## config.mk

```make
export PLATFORM = sky130hd
export DESIGN_NAME = tt_project_ctrl
export DESIGN_NICKNAME = d
export VERILOG_FILES = /design/src/rtl/tt_ctrl_pkg.sv /design/src/rtl/tt_project_ctrl.sv
export SDC_FILE = /design/constraint.sdc
export NUM_CORES = 1
export LEC_CHECK = 0
export ABC_AREA = 1
export CORE_MARGIN = 2
export CORE_UTILIZATION = 45
export CTS_BUF_LIST = sky130_fd_sc_hd__clkbuf_2
export DETAILED_ROUTE_END_ITERATION = 6
export HOLD_SLACK_MARGIN = 0.12
export PLACE_DENSITY = 0.76
export SLEW_MARGIN = 25
export SYNTH_ARGS = -nofsm -noshare
export SYNTH_HDL_FRONTEND = slang
export SYNTH_SLANG_ARGS = --single-unit
export TNS_END_PERCENT = 10
```

## constraint.sdc

```tcl
create_clock -name UserCLK -period 3.5 [get_ports UserCLK]
set_input_delay 0.525 -clock UserCLK [delete_from_list [all_inputs] [get_ports UserCLK]]
set_output_delay 0.525 -clock UserCLK [all_outputs]
set_load 0.005 [all_outputs]
```

## src/rtl/tt_ctrl_pkg.sv

```systemverilog
// Shared encodings for the Tiny Tapeout project sequencer: command opcodes and FSM states.
package tt_ctrl_pkg;

  typedef enum logic [1:0] {
    OP_STOP  = 2'd0,
    OP_RESET = 2'd1,
    OP_RUN   = 2'd2,
    OP_STEP  = 2'd3
  } cmd_op_e;

  typedef enum logic [1:0] {
    ST_IDLE = 2'd0,
    ST_RST  = 2'd1,
    ST_RUN  = 2'd2,
    ST_STEP = 2'd3
  } state_e;

endpackage

```

## src/rtl/tt_project_ctrl.sv

```systemverilog
// Sequencer generating the Tiny Tapeout project clock, reset and enable from UserCLK,
// driven by a valid/ready command port (timed reset, free run, exact N-period stepping).
module tt_project_ctrl
  import tt_ctrl_pkg::*;
#(
  parameter int STEP_W = 16,
  parameter int CNT_W  = 32
) (
  input  logic              UserCLK,
  input  logic              rst_n,
  input  logic              cmd_valid,
  output logic              cmd_ready,
  input  logic [1:0]        cmd_op,
  input  logic [STEP_W-1:0] cmd_arg,
  output logic              busy,
  output logic              done,
  output logic [CNT_W-1:0]  cycle_cnt,
  output logic              CLK_TT_PROJECT,
  output logic              RST_N_TT_PROJECT,
  output logic              ENA_TT_PROJECT
);

  // Handshake: a command (cmd_op, cmd_arg) transfers on a rising UserCLK edge where
  // cmd_valid && cmd_ready; cmd_ready is high only in IDLE and RUN, and the argument
  // is captured at that edge so later changes of cmd_arg are ignored.
  state_e             state_q;
  logic               clk_q;
  logic               rst_n_q;
  logic               ena_q;
  logic               done_q;
  logic [STEP_W-1:0]  per_q;
  logic [CNT_W-1:0]   cyc_q;

  cmd_op_e            op;
  logic               accept;
  state_e             start_state;
  logic               start_done;
  logic [STEP_W-1:0]  start_per;

  assign op        = cmd_op_e'(cmd_op);
  assign cmd_ready = (state_q == ST_IDLE) || (state_q == ST_RUN);
  assign busy      = (state_q != ST_IDLE);
  assign accept    = cmd_valid && cmd_ready;

  // Where an accepted command leads, shared by IDLE and by RUN once its period is closed.
  always_comb begin
    start_state = ST_IDLE;
    start_done  = 1'b0;
    start_per   = cmd_arg;
    case (op)
      OP_STOP:  start_done = 1'b1;
      OP_RESET: begin
        start_state = ST_RST;
        start_per   = (cmd_arg == '0) ? STEP_W'(1) : cmd_arg;
      end
      OP_RUN:   start_state = ST_RUN;
      OP_STEP:  begin
        if (cmd_arg == '0) start_done  = 1'b1;
        else               start_state = ST_STEP;
      end
      default:  start_state = ST_IDLE;
    endcase
  end

  always_ff @(posedge UserCLK or negedge rst_n) begin
    if (!rst_n) begin
      state_q <= ST_IDLE;
      clk_q   <= 1'b0;
      rst_n_q <= 1'b0;
      ena_q   <= 1'b0;
      done_q  <= 1'b0;
      per_q   <= '0;
      cyc_q   <= '0;
    end else begin
      done_q <= 1'b0;
      case (state_q)
        ST_IDLE: begin
          clk_q <= 1'b0;
          if (accept) begin
            state_q <= start_state;
            per_q   <= start_per;
            done_q  <= start_done;
          end
        end
        ST_RUN: begin
          if (clk_q) cyc_q <= cyc_q + CNT_W'(1);
          // Any command other than RUN closes the current period (CLK ends low) before switching.
          if (accept && op != OP_RUN) begin
            clk_q   <= 1'b0;
            state_q <= start_state;
            per_q   <= start_per;
            done_q  <= start_done;
          end else begin
            clk_q <= ~clk_q;
          end
        end
        ST_RST, ST_STEP: begin
          if (!clk_q) begin
            clk_q <= 1'b1;
            if (state_q == ST_RST) begin
              rst_n_q <= 1'b0;
              ena_q   <= 1'b0;
            end
          end else begin
            clk_q <= 1'b0;
            if (per_q == STEP_W'(1)) begin
              state_q <= ST_IDLE;
              done_q  <= 1'b1;
              if (state_q == ST_RST) begin
                cyc_q   <= '0;
                rst_n_q <= 1'b1;
                ena_q   <= 1'b1;
              end else begin
                cyc_q <= cyc_q + CNT_W'(1);
              end
            end else begin
              per_q <= per_q - STEP_W'(1);
              cyc_q <= cyc_q + CNT_W'(1);
            end
          end
        end
        default: state_q <= ST_IDLE;
      endcase
    end
  end

  assign done             = done_q;
  assign cycle_cnt        = cyc_q;
  assign CLK_TT_PROJECT   = clk_q;
  assign RST_N_TT_PROJECT = rst_n_q;
  assign ENA_TT_PROJECT   = ena_q;

endmodule

```

* Yosys cells after proc, flatten, opt, wreduce, memory -nomap -nowiden
Index checks and enable logic that the tools add are counted.
** Storage, ports and cells
- Bits in registers :: 53
- Latch bits :: 0
- Bits in writable memories :: 0
- ROM bits :: 0
- Input port bits :: 21
- Word-level logic and storage cells :: 72
- Memories kept :: 0
** Cells by class
- Add/sub/neg operators :: 2
- Multipliers :: 0
- Div/mod/pow operators :: 0
- $lt $le $gt $ge :: 0
- Equal/unequal tests :: 16
- Shift-type cells :: 0
- Muxes and demuxes :: 33
- Bitwise logic cells :: 1
- Reductions and logical operators :: 14
** Operator list (number)
- 32-bit two-way mux :: 4
- 16-bit two-way mux :: 6
- 32-bit case mux with 2 select lines :: 1
- 16-bit case mux with 3 select lines :: 1
- 32-bit by 1-bit adder with 32-bit output (second input constant) :: 1
- 16-bit by 1-bit equality test with 1-bit output (second input constant) :: 1
- 16-bit zero test :: 1
- 16-bit by 1-bit subtractor with 16-bit output (second input constant) :: 1
- 2-bit inequality test (second input constant) :: 7
- 2-bit case mux with 3 select lines :: 2
- 4-bit AND reduction :: 3
- 1-bit two-way mux :: 11
- 2-bit two-way mux :: 5
- 2-bit equality test (second input constant) :: 4
- 1-bit case mux with 3 select lines :: 2
- 2-bit nonzero test :: 3
- 2-bit by 1-bit equality test with 1-bit output (second input constant) :: 2
- 2-bit zero test :: 2
- 2-bit by 1-bit inequality test with 1-bit output (second input constant) :: 2
- 3-bit AND reduction :: 1
- 1-bit logical AND :: 2
- 1-bit case mux with 2 select lines :: 1
- 2-bit OR reduction :: 1
- 1-bit logical OR :: 1
- 1-bit NOT :: 1

* Longest topological paths before layout
Gate-level depths: netlist of the first run.
- Depth after elaboration :: 6
- Depth in mapped cells :: 11
- Mapped depth without buffers :: 10

* Least setup slack after synthesis of the first run
OpenSTA, ideal clock, no wires.
- Path type :: input port to flip-flop
- From :: input cmd_op[0]
- To :: register per_q[11]
- Data arrival time :: 1.478 ns
- Setup slack :: 1.899 ns
- Stages on the path :: 9
- Path through :: inv_1 ha_1 nand2_1 nand3_1 o21ai_0 nand2_1 buf_2 o21ai_0 nand2_1
** On the way
- Cells in the longest elaborated chain, start to end :: 4
- Elaborated cells between the ends (all ways) :: 9
- Classes of those cells :: eq/ne: 3; mux: 4; reduce/logical: 2
** Ends and longest elaborated chain
- from (decl) :: RTL line tt_project_ctrl.sv:13 : input logic [1:0] cmd_op,
- 2-bit by 1-bit equality test with 1-bit output or 2-bit inequality test (tied branches) :: RTL line tt_project_ctrl.sv:50, tt_project_ctrl.sv:88
- 16-bit two-way mux or 1-bit logical AND (tied branches) :: RTL line tt_project_ctrl.sv:50, tt_project_ctrl.sv:88
- 16-bit two-way mux, or another cell as far along :: RTL line tt_project_ctrl.sv:88 : if (accept && op != OP_RUN) begin
- 16-bit case mux with 3 select lines or 4-bit AND reduction (tied branches)
- to (signal assigned) :: RTL line tt_project_ctrl.sv:81 : per_q <= start_per;
- to (signal assigned) :: RTL line tt_project_ctrl.sv:91 : per_q <= start_per;
- to (signal assigned) :: RTL line tt_project_ctrl.sv:117 : per_q <= per_q - STEP_W'(1);
- to (decl) :: RTL line tt_project_ctrl.sv:31 : logic [STEP_W-1:0] per_q;
Several ways; a longest one is shown, not always the timed one. The select of a mux whose other input is x is not followed.
A chain may end at the register's enable or synchronous reset.

* Worst setup path after layout of the first run
- From :: register state_q[0]
- To :: output busy
** On the way
- Cells in the longest elaborated chain, start to end :: 1
** Ends and longest elaborated chain
- from (decl) :: RTL line tt_project_ctrl.sv:26 : state_e state_q;
- from (signal assigned) :: RTL line tt_project_ctrl.sv:80 : state_q <= start_state;
- from (signal assigned) :: RTL line tt_project_ctrl.sv:90 : state_q <= start_state;
- 2-bit nonzero test :: RTL line tt_project_ctrl.sv:42 : assign busy = (state_q != ST_IDLE);
- to (decl) :: RTL line tt_project_ctrl.sv:15 : output logic busy,
No other way between the ends.

==> impl_metrics.tcl, run 1 <==
set metrics [dict create \
    ios 59 \
    worstMarginPinSlew_ns 0.567 \
    cpPeakStageDelay_ns 0.45 \
    power_density_mw_per_mm2 526 \
    total_power_uw 2310 \
    post-route-drc-count 0 \
    worst_slack_ns 1.07 \
    slew_viol_final 0 \
    portBuffers 58 \
    ctsResizeCount 0 \
    drt_wl_total_um 8830 \
    netlist_instances 560 \
    syn-mean-instance-area_um2 6.52 \
    postCtsHoldBufs 0 \
    n_antenna_cell 0 \
    fin_skew_ns 0.0131 \
    cp_num_buf_inv 3 \
    drive_gt1_share_pct 4.68 \
    end_kind "output pin" \
    rr_startpoint "per_q[1]" \
    synth_ff_type "dfrtp_1" \
    clkSlewWorstSetupHoldPaths_ns 0.27 \
    grtUsageMet3_pct 2.73 \
    cts_max_level 2 \
    p_seq_share_pct 39.2 \
    final_cells 721 \
    area_delta_synth_final_pct 20.4 \
    grt_max_degree 44 \
    drtIter0Drc 188 \
    yosys.area.top_type "dfrtp_1" \
    fmax_mhz 411 \
    period_share_pct 69.5 \
    cp-start-kind "register" \
    dr.pass1.iters 4 \
    nFillCells 791 \
    yosysUniqueCellTypes 31 \
    critical_path_class "reg2out" \
    synth_top_area_share_pct 36.3 \
    cp_cell_sequence "buf_4 -> nor2_2 -> inv_1 -> clkdlybuf4s50_1" \
    grt_setup_unrepaired "false" \
    routabilityCongestion 0.869 \
    synth_edf_count 0 \
    crit_start "state_q[0]" \
    grt_pass1_wl_um 15200 \
    use_met2_pct 37.1 \
    status "finished, final reports clean" \
    power.internal_uw 1250 \
    clk_latency_ns 0.45 \
    placementRows 32 \
    drv_cap 0 \
    dp.cells 712 \
    post-route-min-period_ns 2.43 \
    die_height_um 94.1 \
    antenna_found_initial 0 \
    antenna_left 0 \
    track_usage_pct 21.1 \
    clockBufferDepth 2 \
    p_leak_uw 0.00207 \
    switching_share_pct 45.7 \
    nNetsFinal 646 \
    ys_top_cells_by_area "dfrtp_1, nand2_1, nor2_1, nand3_1, inv_1" \
    grt-ovfl-total 0 \
    r2r_cells 9 \
    p_switching_uw 1050 \
    vias_per_cell 5.16 \
    crit_family "buffers and inverters" \
    wl_per_cell_um 12.2 \
    start_util_pct 46.8 \
    syn_area_mm2 0.00365 \
    grt.busiest_layer "met2" \
    clkPwrFrac_pct 13.9 \
    reg2reg_setup_slack_ns 1.46 \
    finalSetupViolCount 0 \
    worstHoldPathType "in2async" \
    relSlewSlack_pct 62.2 \
    dr_total_vias 3720 \
    cts_setup_buffers 0 \
    finalSetupTns_ns 0 \
    cts_root_buf "clkbuf_2" \
    synth_nets 588 \
    place_ws_ns 0.854 \
    dpl.hpwl_um 6780 \
    die_x_um 94.1 \
    peakVddDrop_v 0.000387 \
    crit_slowest_cell "dfrtp_1" \
    required_ns 2.97 \
    ys_warn_count 0 \
    ys_async_sr_fraction_pct 100 \
    ys_ff_latch 53 \
    ys_seq_area_share_pct 36.3 \
    grt_pass1_vias 3456 \
    met1_usage_pct 27.3 \
    core-area_mm2 0.00781 \
    cts_tree "yes" \
    worst_ep_arrival_time_ns 1.91 \
    regToRegEndpoint "per_q[11]" \
    die_area_mm2 0.00885 \
    cts_buffers 5 \
    p_comb_share_pct 46.9 \
    cts_sinks 53 \
    cp_max_fo 27 \
    hold_viol 0 \
]
## metrics by stage
step	area (um^2)	hold WS, ns	util (%)
floorplan	3650	0.229	-
global placement	4320	0.508	55.3
detailed placement	4320	0.507	55.3
CTS	4380	0.207	56.1
global route	4390	0.590	56.3
finish	4390	0.566	56.3
## power by group through the flow
stage	clock (uW)	combinational (uW)	sequential [uW]
floorplan	0	785	876
global placement	0	1040	908
detailed placement	0	1080	915
CTS	330	1080	904
global route	351	1240	929
finish	320	1080	905
## Yosys cell counts (all sizes together), types with 3 or more instances
library cell  count
nor2            118
a21o              3
ha                7
nand3            53
o21ai            30
nand2           164
dfrtp            53
nand4            14
xnor2             4
a21oi             3
nand3b            3
o211ai            3
inv              71
nor3              9
xor2              8
buf               9
## how the worst max path moves through the flow
stage | end | slack (ns) | cells past startpoint
floorplan | per_q[11] | 1.90 | 9
global placement | per_q[12] | 0.93 | 11
detailed placement | per_q[12] | 0.85 | 11
CTS | busy | 1.04 | 4
global route | busy | 0.98 | 4
finish | busy | 1.07 | 4
## worst register-to-register path, stage by stage (launching register included)
cell	delay [ns]
dfrtp_1	0.42
inv_1	0.11
ha_1	0.20
nand2_1	0.07
nor2_1	0.09
nand4_1	0.20
nand2_1	0.40
inv_2	0.26
o21ai_0	0.14
nand2_1	0.08
## cell usage in the layout (no fill, tap or decap), types with 2 or more instances in the layout
| cell type | count |
|---|---|
| a21boi_0 | 2 |
| nand3b_1 | 3 |
| o21ai_1 | 7 |
| o21ai_0 | 23 |
| dfrtp_1 | 53 |
| nor2_4 | 2 |
| a21oi_1 | 3 |
| ha_1 | 7 |
| nor2_1 | 108 |
| inv_1 | 66 |
| buf_4 | 4 |
| nand4_1 | 13 |
| clkbuf_2 | 5 |
| nand3_1 | 52 |
| nor3_1 | 9 |
| nand2_1 | 164 |
| o211ai_1 | 3 |
| xnor2_1 | 4 |
| inv_2 | 5 |
| xor2_1 | 8 |
| clkdlybuf4s50_1 | 57 |
| nor2_2 | 7 |
| a21o_1 | 3 |
## cell type report
class | instances | area (um^2) | share of cell area (%)
Multi-Input combinational cell | 425 | 2000 | 45.4
Clock inverter | 3 | 41.3 | 0.940
Tap cell | 102 | 128 | 2.90
Clock buffer | 5 | 25.0 | 0.569
Inverter | 71 | 267 | 6.06
Timing Repair Buffer | 62 | 611 | 13.9
Sequential cell | 53 | 1330 | 30.2
## registers in the layout (all words and copies together), names as in the netlist
| register | flops |
|---|---|
| cycle_cnt | 32 |
| CLK_TT_PROJECT | 1 |
| done | 1 |
| per_q | 16 |
| state_q | 2 |
| ENA_TT_PROJECT | 1 |
## metal layers
| layer | part of all wire [%] | vias to the layer above |
|---|---|---|
| met1 | 45 | 1709 |
| met2 | 49 | 120 |
| met5 | 0 | - |
| met3 | 4.8 | 11 |
| li1 | - | 1880 |
| met4 | 1.1 | 0 |
## logic make-up after synthesis
family	share of synthesized area [%]
compound gates	6.68
xor+xnor	2.88
fa+ha+maj	2.40
buf+inv	8.98
flops	36.3
simple gates	42.7
(Power assumes the default switching activity.)
==> run 2: changes to the inputs <==
- clock period: 3.5 -> 2.3 ns (I/O delays scaled with it)
==> run 2 against run 1 <==
Core utilization rose by 0.45 points; sequential cell count did not move; design area rose by 0.80%; setup slack got worse by 0.85 ns; sequential share of layout area fell by 0.24 points; hold slack got worse by 0.27 ns; routed wire length rose by 1.8%; non-clock buffer count rose by 5; via count fell by 0.62%; die area did not move; clock-buffer cell count did not move.
==> impl_metrics.tcl, run 2 (synthesized netlist as in run 1, its figures left out) <==
set metrics [dict create \
    status "finished, final reports clean" \
    track_usage_pct 22.0 \
    cp_cell_sequence "nor2_2 -> inv_1 -> clkdlybuf4s50_1" \
    n_antenna_cell 0 \
    die_area_mm2 0.00885 \
    cts_tree "yes" \
    clk_latency_ns 0.46 \
    final_util_pct 56.7 \
    critical_path_class "reg2out" \
    clockBufferDepth 2 \
    end_kind "output pin" \
    vias_per_cell 5.09 \
    layout_common_cells "nand2_1, nor2_1, inv_1, clkdlybuf4s50_1, dfrtp_1" \
    area_delta_synth_final_pct 21.3 \
    slew_viol_final 0 \
    relSlewSlack_pct 68.8 \
    met1_usage_pct 27.1 \
    dr.pass1.iters 5 \
    final_common_cell "nand2_1" \
    portBuffers 58 \
    finalSetupViolCount 0 \
    dp.cells 717 \
    fmax_mhz 481 \
    ctsResizeCount 0 \
    nNetsFinal 651 \
    grtUsageMet3_pct 3.37 \
    grt_pass1_vias 3515 \
    ios 59 \
    placementRows 32 \
    hold_viol 0 \
    total_power_uw 3570 \
    post-route-drc-count 0 \
    finalSetupTns_ns 0 \
    cts_buffers 5 \
    wl_per_cell_um 12.4 \
    cts_max_level 2 \
    grt_setup_unrepaired "false" \
    cpPeakStageDelay_ns 0.51 \
    final_cells 726 \
    worstHoldPathType "in2async" \
    cts_sinks 53 \
    grt_max_degree 21 \
    fin_skew_ns 0.0255 \
    core-area_mm2 0.00781 \
    cts_root_buf "clkbuf_2" \
    drv_cap 0 \
    grt-ovfl-total 0 \
    worst_hold_slack_ns 0.294 \
    drive_gt1_share_pct 5.45 \
    die_height_um 94.1 \
    crit_slowest_cell "dfrtp_1" \
    worstMarginPinSlew_ns 0.467 \
    p_leak_uw 0.00209 \
    drt_wl_total_um 8990 \
    die_x_um 94.1 \
    start_util_pct 46.8 \
    cp_max_fo 7 \
    cp-start-kind "register" \
    period_share_pct 90.4 \
    largest_reg_flops 32 \
    use_met2_pct 38.6 \
    worst_ep_arrival_time_ns 1.73 \
    clkSlewWorstSetupHoldPaths_ns 0.27 \
    dpl.hpwl_um 7090 \
    power_density_mw_per_mm2 805 \
    post-route-min-period_ns 2.08 \
    antenna_found_initial 0 \
    cts_setup_buffers 0 \
    grt.busiest_layer "met2" \
    required_ns 1.96 \
    antenna_left 0 \
    peakVddDrop_v 0.000464 \
    drtIter0Drc 145 \
    dr_total_vias 3697 \
    routabilityCongestion 0.882 \
    grt_pass1_wl_um 15600 \
]
-- run 2: cell types whose count changed in the layout (fill, tap and decap cells not counted), sizes merged --
| cell | change |
|---|---|
| buf | +5 |
-- run 2: power breakdown --
part,switching (uW),internal [uW]
clock network,303,179
logic,1060,639
registers,246,1140
total,1610,1960
-- run 2: critical path, delay by kind of cell (launching register included) --
| family | cells | cell delay (ns) |
|---|---|---|
| buffers and inverters | 2 | 0.51 |
| AND/OR/NAND/NOR | 1 | 0.28 |
| flip-flops | 1 | 0.51 |
-- run 2: what timing repair did --
action                     CTS  global route
setup endpoints to repair    0             0
hold endpoints to repair    16             0
hold buffers                 1             0
-- run 2: stage by stage --
step	setup slack [ns]	area (um^2)
after floorplan	0.785	3650
after global placement	0.226	4350
after detailed placement	0.147	4350
after CTS	0.178	4430
after global routing	0.0962	4430
final	0.222	4430
-- run 2: final cells by class --
type	instances	area, um^2
repair buffers	67	646
clock inverters	3	41.3
inverters	71	267
well taps	102	128
flip-flops and latches	53	1330
fillers	766	3380
multi-input cells	425	2000
clock buffers	5	25.0
-- run 2: routing by layer --
metal,up-vias,share of wire (%)
li1,1880,-
met1,1688,44
met2,109,48
met3,20,5.9
met4,0,2.5
met5,-,0
-- run 2: final timing paths --
path	from	to	slack (ns)	cells past startpoint
hold reg to reg	ENA_TT_PROJECT	ENA_TT_PROJECT	0.56	2
setup reg to reg	per_q[1]	cycle_cnt[6]	0.46	9
max in group asynchronous	rst_n	cycle_cnt[9]	1.38	3
min in group UserCLK	cmd_arg[7]	per_q[7]	0.51	5
setup / recovery	state_q[1]	busy	0.22	3
hold / removal	rst_n	cycle_cnt[13]	0.29	2
